### config.mk
export PLATFORM = sky130hd
export DESIGN_NAME = sipo_frame_capture
export DESIGN_NICKNAME = d
export VERILOG_FILES = /design/src/rtl/sipo_capture_pkg.sv /design/src/rtl/sipo_sync_detect.sv /design/src/rtl/sipo_frame_capture.sv
export SDC_FILE = /design/constraint.sdc
export NUM_CORES = 1
export LEC_CHECK = 0
export BUFFER_PORTS_ARGS = -buffer_cell sky130_fd_sc_hd__buf_2
export CORE_ASPECT_RATIO = 1.5
export CORE_MARGIN = 5
export CORE_UTILIZATION = 35
export DETAILED_ROUTE_END_ITERATION = 16
export PLACE_DENSITY = 0.62
export SKIP_CTS_REPAIR_TIMING = 1
export SKIP_LAST_GASP = 1
export SLEW_MARGIN = 20
export SYNTH_ARGS = -nofsm -noshare
export SYNTH_HDL_FRONTEND = slang
export SYNTH_SLANG_ARGS = --single-unit
### constraint.sdc
create_clock -name clk -period 2.1 [get_ports clk]
set_clock_uncertainty 0.1 [all_clocks]
set_input_delay 0.525 -clock clk [delete_from_list [all_inputs] [get_ports clk]]
set_output_delay 0.525 -clock clk [all_outputs]
set_load 0.01 [all_outputs]
### src/rtl/sipo_capture_pkg.sv
// Shared types and defaults for the serial frame capture block.
// The PARITY state is only reachable when PARITY_CHECK_EN is defined.
package sipo_capture_pkg;

    typedef enum logic [1:0] {
        HUNT   = 2'd0,
        SHIFT  = 2'd1,
        PARITY = 2'd2
    } state_e;

    localparam int                      DEF_SYNC_LEN     = 4;
    localparam logic [DEF_SYNC_LEN-1:0] DEF_SYNC_PATTERN = 4'b1011;
    localparam int                      FRAME_CNT_W      = 4;

endpackage

### src/rtl/sipo_sync_detect.sv
// Sliding-window sync detector. The window shifts one bit per enabled
// cycle and match_o reports whether the window, including the bit being
// sampled right now, equals the sync pattern. The window fills from
// all-zeros, so overlapping prefixes of the pattern are still found.
module sipo_sync_detect #(
    parameter int                  SYNC_LEN     = 4,
    parameter logic [SYNC_LEN-1:0] SYNC_PATTERN = 4'b1011
) (
    input  logic clk,
    input  logic rst_n,
    input  logic en_i,
    input  logic clr_i,
    input  logic bit_i,
    output logic match_o
);

    logic [SYNC_LEN-1:0] hist_q;
    logic [SYNC_LEN-1:0] hist_d;

    assign hist_d  = (hist_q << 1) | {{(SYNC_LEN-1){1'b0}}, bit_i};
    assign match_o = en_i && (hist_d == SYNC_PATTERN);

    // History window: clear wins over shift so a detected sync starts afresh.
    always_ff @(posedge clk or negedge rst_n) begin
        if (!rst_n) begin
            hist_q <= '0;
        end else if (clr_i) begin
            hist_q <= '0;
        end else if (en_i) begin
            hist_q <= hist_d;
        end
    end

endmodule

### src/rtl/sipo_frame_capture.sv
// Serial frame capture: hunts for a sync pattern in the serial stream,
// then deserializes the next WIDTH bits into data_out with a one-cycle
// data_valid strobe and a wrapping 4-bit frame counter.
// Optional build macro PARITY_CHECK_EN adds one trailing even-parity bit
// per frame; a failing frame is dropped and flagged on parity_err.
//
// state  | meaning
// -------+--------------------------------------------------------------
// HUNT   | sliding-window search for the sync pattern
// SHIFT  | deserializing WIDTH data bits, bit order latched at sync time
// PARITY | sampling the even-parity bit (PARITY_CHECK_EN builds only)
module sipo_frame_capture
    import sipo_capture_pkg::*;
#(
    parameter int                  WIDTH        = 8,
    parameter int                  SYNC_LEN     = DEF_SYNC_LEN,
    parameter logic [SYNC_LEN-1:0] SYNC_PATTERN = DEF_SYNC_PATTERN
) (
    input  logic                   clk,
    input  logic                   rst_n,
    input  logic                   ena,
    input  logic                   serial_in,
    input  logic                   msb_first,
    output logic [WIDTH-1:0]       data_out,
    output logic                   data_valid,
    output logic                   busy,
    output logic [FRAME_CNT_W-1:0] frame_count,
    output logic                   parity_err
);

    localparam int               CNT_W    = $clog2(WIDTH);
    localparam logic [CNT_W-1:0] LAST_BIT = CNT_W'(WIDTH - 1);

    state_e                  state_q;
    logic [WIDTH-1:0]        sh_q;
    logic [WIDTH-1:0]        sh_d;
    logic [CNT_W-1:0]        bit_cnt_q;
    logic                    msb_q;
    logic [WIDTH-1:0]        data_out_q;
    logic                    data_valid_q;
    logic                    busy_q;
    logic [FRAME_CNT_W-1:0]  frame_count_q;
    logic                    parity_err_q;
    logic                    sync_en;
    logic                    sync_clr;
    logic                    sync_match;

    // History only advances while hunting; it is held at zero for the
    // whole frame so data bits never contribute to the next sync search.
    assign sync_en  = ena && (state_q == HUNT);
    assign sync_clr = ena && (sync_match || (state_q != HUNT));

    sipo_sync_detect #(
        .SYNC_LEN     (SYNC_LEN),
        .SYNC_PATTERN (SYNC_PATTERN)
    ) u_sync (
        .clk     (clk),
        .rst_n   (rst_n),
        .en_i    (sync_en),
        .clr_i   (sync_clr),
        .bit_i   (serial_in),
        .match_o (sync_match)
    );

    // Next shift-register value including the bit sampled this cycle.
    always_comb begin
        sh_d = sh_q;
        if (msb_q) begin
            sh_d = {sh_q[WIDTH-2:0], serial_in};
        end else begin
            sh_d = {serial_in, sh_q[WIDTH-1:1]};
        end
    end

    // Frame FSM, deserializer and output registers. The strobes clear on
    // every edge, so they stay one cycle wide even while ena is low.
    always_ff @(posedge clk or negedge rst_n) begin
        if (!rst_n) begin
            state_q       <= HUNT;
            sh_q          <= '0;
            bit_cnt_q     <= '0;
            msb_q         <= 1'b0;
            data_out_q    <= '0;
            data_valid_q  <= 1'b0;
            busy_q        <= 1'b0;
            frame_count_q <= '0;
            parity_err_q  <= 1'b0;
        end else begin
            data_valid_q <= 1'b0;
            parity_err_q <= 1'b0;
            if (ena) begin
                case (state_q)
                    HUNT: begin
                        if (sync_match) begin
                            state_q   <= SHIFT;
                            busy_q    <= 1'b1;
                            bit_cnt_q <= '0;
                            msb_q     <= msb_first;
                        end
                    end
                    SHIFT: begin
                        sh_q      <= sh_d;
                        bit_cnt_q <= bit_cnt_q + 1'b1;
                        if (bit_cnt_q == LAST_BIT) begin
                            bit_cnt_q <= '0;
`ifdef PARITY_CHECK_EN
                            state_q   <= PARITY;
`else
                            data_out_q    <= sh_d;
                            data_valid_q  <= 1'b1;
                            frame_count_q <= frame_count_q + 1'b1;
                            state_q       <= HUNT;
                            busy_q        <= 1'b0;
`endif
                        end
                    end
                    PARITY: begin
`ifdef PARITY_CHECK_EN
                        if (^{sh_q, serial_in} == 1'b0) begin
                            data_out_q    <= sh_q;
                            data_valid_q  <= 1'b1;
                            frame_count_q <= frame_count_q + 1'b1;
                        end else begin
                            parity_err_q  <= 1'b1;
                        end
`endif
                        state_q <= HUNT;
                        busy_q  <= 1'b0;
                    end
                    default: begin
                        state_q <= HUNT;
                        busy_q  <= 1'b0;
                    end
                endcase
            end
        end
    end

    assign data_out    = data_out_q;
    assign data_valid  = data_valid_q;
    assign busy        = busy_q;
    assign frame_count = frame_count_q;
    assign parity_err  = parity_err_q;

endmodule

# Word level (Yosys, flattened, before mapping)
# Index checks and enable logic that the tools add are counted.
[totals]
register_bits = 31
inputBits = 5
output_inout_bits = 15
wordCells = 45
[classes]
addsub = 2
eq_ne = 5
n_mux = 15
n_bitwise = 1
n_reduce_logical = 13
[op_table]
columns = ["op", "n"]
rows = [
  ["$mux W3", 4],
  ["$reduce_and A3 Y1", 4],
  ["$mux W8", 1],
  ["$pmux W3 S2", 1],
  ["$reduce_bool A2 Y1", 3],
  ["$mux W1", 5],
  ["$add A4 B1 Y4 const B", 1],
  ["$eq A4 B4 Y1 const B", 1],
  ["$mux W2", 2],
  ["$ne A2 B2 Y1 const B", 2],
  ["$or A4 B1 Y4", 1],
  ["$pmux W2 S2", 1],
  ["$add A3 B1 Y3 const B", 1],
  ["$eq A3 B3 Y1 const B", 1],
  ["$logic_and A1 B1 Y1", 3],
  ["$eq A2 B1 Y1 const B", 1],
  ["$logic_not A2 Y1", 1],
  ["$pmux W1 S2", 1],
  ["$reduce_and A2 Y1", 1],
  ["$logic_or A1 B1 Y1", 1],
]

# Longest topological paths before layout
[depth]
depth_word = 6
depth_mapped = 6
mapped_depth_nobuf = 6

# Hierarchy
# From an unflattened synthesis, not the netlist that was laid out.
[hier_totals]
hier_cells = 108
hier_area_um2 = 1251.2
[by_module_without_submodules]
columns = ["module", "n_inst", "cells_per_inst", "area_per_inst_um2", "seq_area_each_um2"]
rows = [
  ["sipo_frame_capture", 1, 97, 1118.6, 650.6],
  ["sipo_sync_detect", 1, 11, 132.6, 75.1],
]

# Least setup slack after synthesis
# Ideal clock, no wire load.
[synth_timing]
path_type = "reg2reg"
startpoint = "register bit_cnt_q[0]"
endpoint = "register frame_count_q[1] (netlist: frame_count[1])"
setup_time_ns = 0.125
arrival_ns = 1.288
path_slack_ns = 0.588
path_stages_with_launch = 6
path_cell_list = "dfrtp_1 > ha_1 > ha_1 > nand3_2 > inv_1 > mux2_2"
[synth_between]
elab_chain_cells = 2
[synth_rtl]
columns = ["item", "line", "source"]
rows = [
  ["start: declaration", "sipo_frame_capture.sv:37", "logic [CNT_W-1:0] bit_cnt_q;"],
  ["start signal: assignment", "sipo_frame_capture.sv:103", "bit_cnt_q <= bit_cnt_q + 1'b1;"],
  ["$eq A3 B3 Y1", "sipo_frame_capture.sv:104", "if (bit_cnt_q == LAST_BIT) begin"],
  ["$reduce_and A3 Y1 (no source line)", "--", ""],
  ["end signal: assignment", "sipo_frame_capture.sv:111", "frame_count_q <= frame_count_q + 1'b1;"],
  ["end: declaration", "sipo_frame_capture.sv:42", "logic [FRAME_CNT_W-1:0] frame_count_q;"],
]
# No other way between the ends.
# A chain may end at the register's enable or synchronous reset.

# Worst setup path in the final report
[layout_timing]
startpoint = "register busy_q (netlist: busy)"
endpoint = "output port busy"
[layout_lines]
columns = ["item", "line", "source"]
rows = [
  ["start: declaration", "sipo_frame_capture.sv:41", "logic busy_q;"],
  ["start signal: assignment", "sipo_frame_capture.sv:85", "busy_q <= 1'b0;"],
  ["start signal: assignment", "sipo_frame_capture.sv:96", "busy_q <= 1'b1;"],
  ["start signal: assignment", "sipo_frame_capture.sv:113", "busy_q <= 1'b0;"],
  ["end: declaration", "sipo_frame_capture.sv:26", "output logic busy,"],
]
# No word-level cell between the ends.

==> impl_metrics.csv <==
group,metric,value,unit
detailed_routing,drtAntennaViolNets,0,
sta,tightest_slew,0.624,ns
floorplan,ios,20,
detailed_routing,wl_per_cell,12.6,um
critical_path,path_delay_family,"flip-flops",
place,io_buffers,18,
critical_path,critical_path.max_stage_delay,0.47,ns
power,leakagePower,0.708,nW
critical_path,cp_cell_sequence,"buf_2",
synthesis,synthCells,107,
critical_path,cp.required,1.47,ns
floorplan,rows,26,
sta,fin_crit,1.56,ns
critical_path,setup.worst_path.start,"busy$_DFFE_PN0P_",
floorplan,start_util,36.8,%
clock_network,clkSlewWorstSetupHoldPaths,0.06,ns
clock_network,clkLatencyLatePin,0.28,ns
cells_and_area,insertedDiodeCount,0,
critical_path,cp_slowest_cell,"dfrtp_1",
synthesis,avgSynthCellArea,11.8,um^2
sta,fmax,0.641,GHz
global_routing,grt_pass1_wl,3890,um
cells_and_area,nFillCells,342,
floorplan,dieArea,0.00495,mm^2
synthesis,ys_seq_area_share,57.3,%
synthesis,yosysWarnings,0,
status,status,"finished clean",
critical_path,arrival,0.94,ns
detailed_routing,routed_via_density,4.78,
floorplan,core,0.00345,mm^2
cells_and_area,regArea,726,um^2
synthesis,synth_cell_type_count,28,
global_routing,grt_pass1_vias,861,
place,dp_hpwl,1590,um
sta,report.final.slew_viol_count,0,
global_routing,grt_use_met3,4.80,%
detailed_routing,finalWirelength,2150,um
sta,finalCritPeriodShare,74.3,%
synthesis,synth_top_area_share,57.3,%
critical_path,critical_path_class,"reg -> out",
power,power,1.81,mW
cells_and_area,area_growth,14.6,%
clock_network,cts_max_level,2,
synthesis,synth.area.top_cells,"dfrtp_1, mux2i_1, a21oi_1, o21ai_0, ha_1",
clock_network,cts-root-buf,"clkbuf_8",
global_routing,overflow,0,
global_routing,busiest_layer,"met2",
clock_network,clkSinkCount,29,
detailed_routing,firstDrtPassIters,4,
synthesis,synthesis.nets,115,
power,peakVddDrop,559,uV
critical_path,r2r-start,"bit_cnt_q[0]$_DFFE_PN0P_",
floorplan,die_y,83.7,um
sta,setup_tns,0,ns
sta,finalHoldViolCount,0,
critical_path,setup.worst_path.end_class,"primary output",
cells_and_area,multi_input_area,483,um^2
critical_path,path_buf_inv,1,
floorplan,die_width,59.1,um
detailed_routing,first_iter_violations,9,
critical_path,crit_path_start_kind,"register",
place,place_congestion,0.741,
global_routing,grtUsageMet1,11.6,%
synthesis,synth_top_area_cell,"dfrtp_1",
sta,setup-violations-final,0,
power,powerDensity,1240,mW/mm^2
cells_and_area,drive_gt1_share,26.6,%
cells_and_area,nets,135,
critical_path,cp_max_fo,8,
global_routing,antenna_found_initial,0,
global_routing,grt_usage,10.6,%
global_routing,grt_max_degree,30,
detailed_routing,drc,0,
hold_path,hold_path.class,"in -> async",
sta,maxSlewHeadroom,58.4,%
flow_run,maxCapViolCount,0,
clock_network,cts_made_buffers,5,
detailed_routing,vias,812,
global_routing,met2_usage,16.0,%
synthesis,synth_seq_cells,29,
sta,rsz0062_at_grt,"false",
clock_network,cts_tree,"built",
clock_network,ctsLongestPathBuffers,2,
synthesis,syn_area,0.00127,mm^2
[layout make-up]
type | instances | share of cell area [%]
tap | 42 | 3.62
timing repair buffer | 19 | 6.72
multi-input combinational | 69 | 33.2
clock inverter | 2 | 0.689
sequential | 29 | 50.0
clock buffer | 6 | 5.00
inverter | 3 | 0.775
[cell families after synthesis]
logic type                 share of synthesized area [%]
AOI/OAI and AO/OA                                   10.6
DFF                                                 57.3
other                                              0.296
xor gates and xnor gates                            2.07
and+or+nand+nor                                     13.2
buffers and inverters                               4.64
adders and majority gates                           2.96
muxes                                               8.98
[path summary, 6_finish.rpt]
kind | to | slack [ns] | depth (start not counted)
max in group asynchronous | bit_cnt_q[1]$_DFFE_PN0P_ | 1.33 | 1
min in group clk | msb_q$_DFFE_PN0P_ | 0.37 | 2
max reg2reg | frame_count[1]$_DFFE_PN0P_ | 0.58 | 5
min | data_out[5]$_DFFE_PN0P_ | 0.16 | 1
min reg2reg | data_out[5]$_DFFE_PN0P_ | 0.37 | 2
max | busy | 0.54 | 1
[cell usage in the layout, fill, tap and decap left out]
master / instances
nand4_1: 1
ha_1: 3
buf_2: 18
and2_4: 1
nand3_2: 1
nor4b_4: 1
mux2_2: 2
xnor2_1: 3
and4b_1: 1
clkinv_2: 2
clkbuf_1: 1
dfrtp_1: 29
nand3b_1: 1
a21oi_1: 10
nand2b_4: 1
inv_1: 3
o21ai_0: 9
a22o_1: 2
nor2b_4: 1
nand2_1: 10
nand2_2: 1
o21ai_1: 1
conb_1: 1
a21o_1: 1
buf_4: 1
mux2_1: 1
nor2_1: 8
mux2i_1: 8
clkbuf_8: 5
o32ai_1: 1
[where the power goes]
group          internal (mW)  switching [mW]
logic                  0.251           0.232
registers              0.731           0.166
clock network          0.229           0.198
total                   1.21           0.597
[synthesized netlist by cell type]
library cell,instances
dfrtp_1,29
a21oi_1,10
nand2_1,10
o21ai_0,9
mux2i_1,8
nor2_1,8
ha_1,3
inv_1,3
xnor2_1,3
a22o_1,2
buf_2,2
buf_4,2
buf_6,2
mux2_2,2
a21o_1,1
and2_4,1
and4b_1,1
conb_1,1
mux2_1,1
nand2_2,1
nand2b_4,1
nand3_2,1
nand3b_1,1
nand4_1,1
nor2b_4,1
nor4b_4,1
o21ai_1,1
o32ai_1,1
[metal layers]
metal	up-vias	share of wire, %
met2	22	47
met3	6	7.5
met1	383	42
li1	401	-
met4	0	3.4
met5	-	0
[sequential cells by signal, indices dropped and copies added (netlist names)]
signal,cells
data_out,8
sh_q,8
frame_count,4
bit_cnt_q,3
u_sync.hist_q,3
busy,1
data_valid,1
msb_q,1
[per-stage QoR]
| step | area [um^2] | utilization, % | setup slack [ns] | std cells | hold slack [ns] |
|---|---|---|---|---|---|
| after CTS | 1450 | 42.1 | 0.525 | 170 | 0.183 |
| after global placement | 1370 | 39.7 | 0.500 | 162 | 0.358 |
| after detailed placement | 1370 | 39.7 | 0.467 | 162 | 0.365 |
| after global routing | 1450 | 42.1 | 0.491 | 170 | 0.210 |
| final | 1450 | 42.1 | 0.540 | 170 | 0.160 |
| after floorplan | 1270 | - | 0.588 | 107 | 0.129 |
Note: power is estimated with default switching activity, not from simulation.
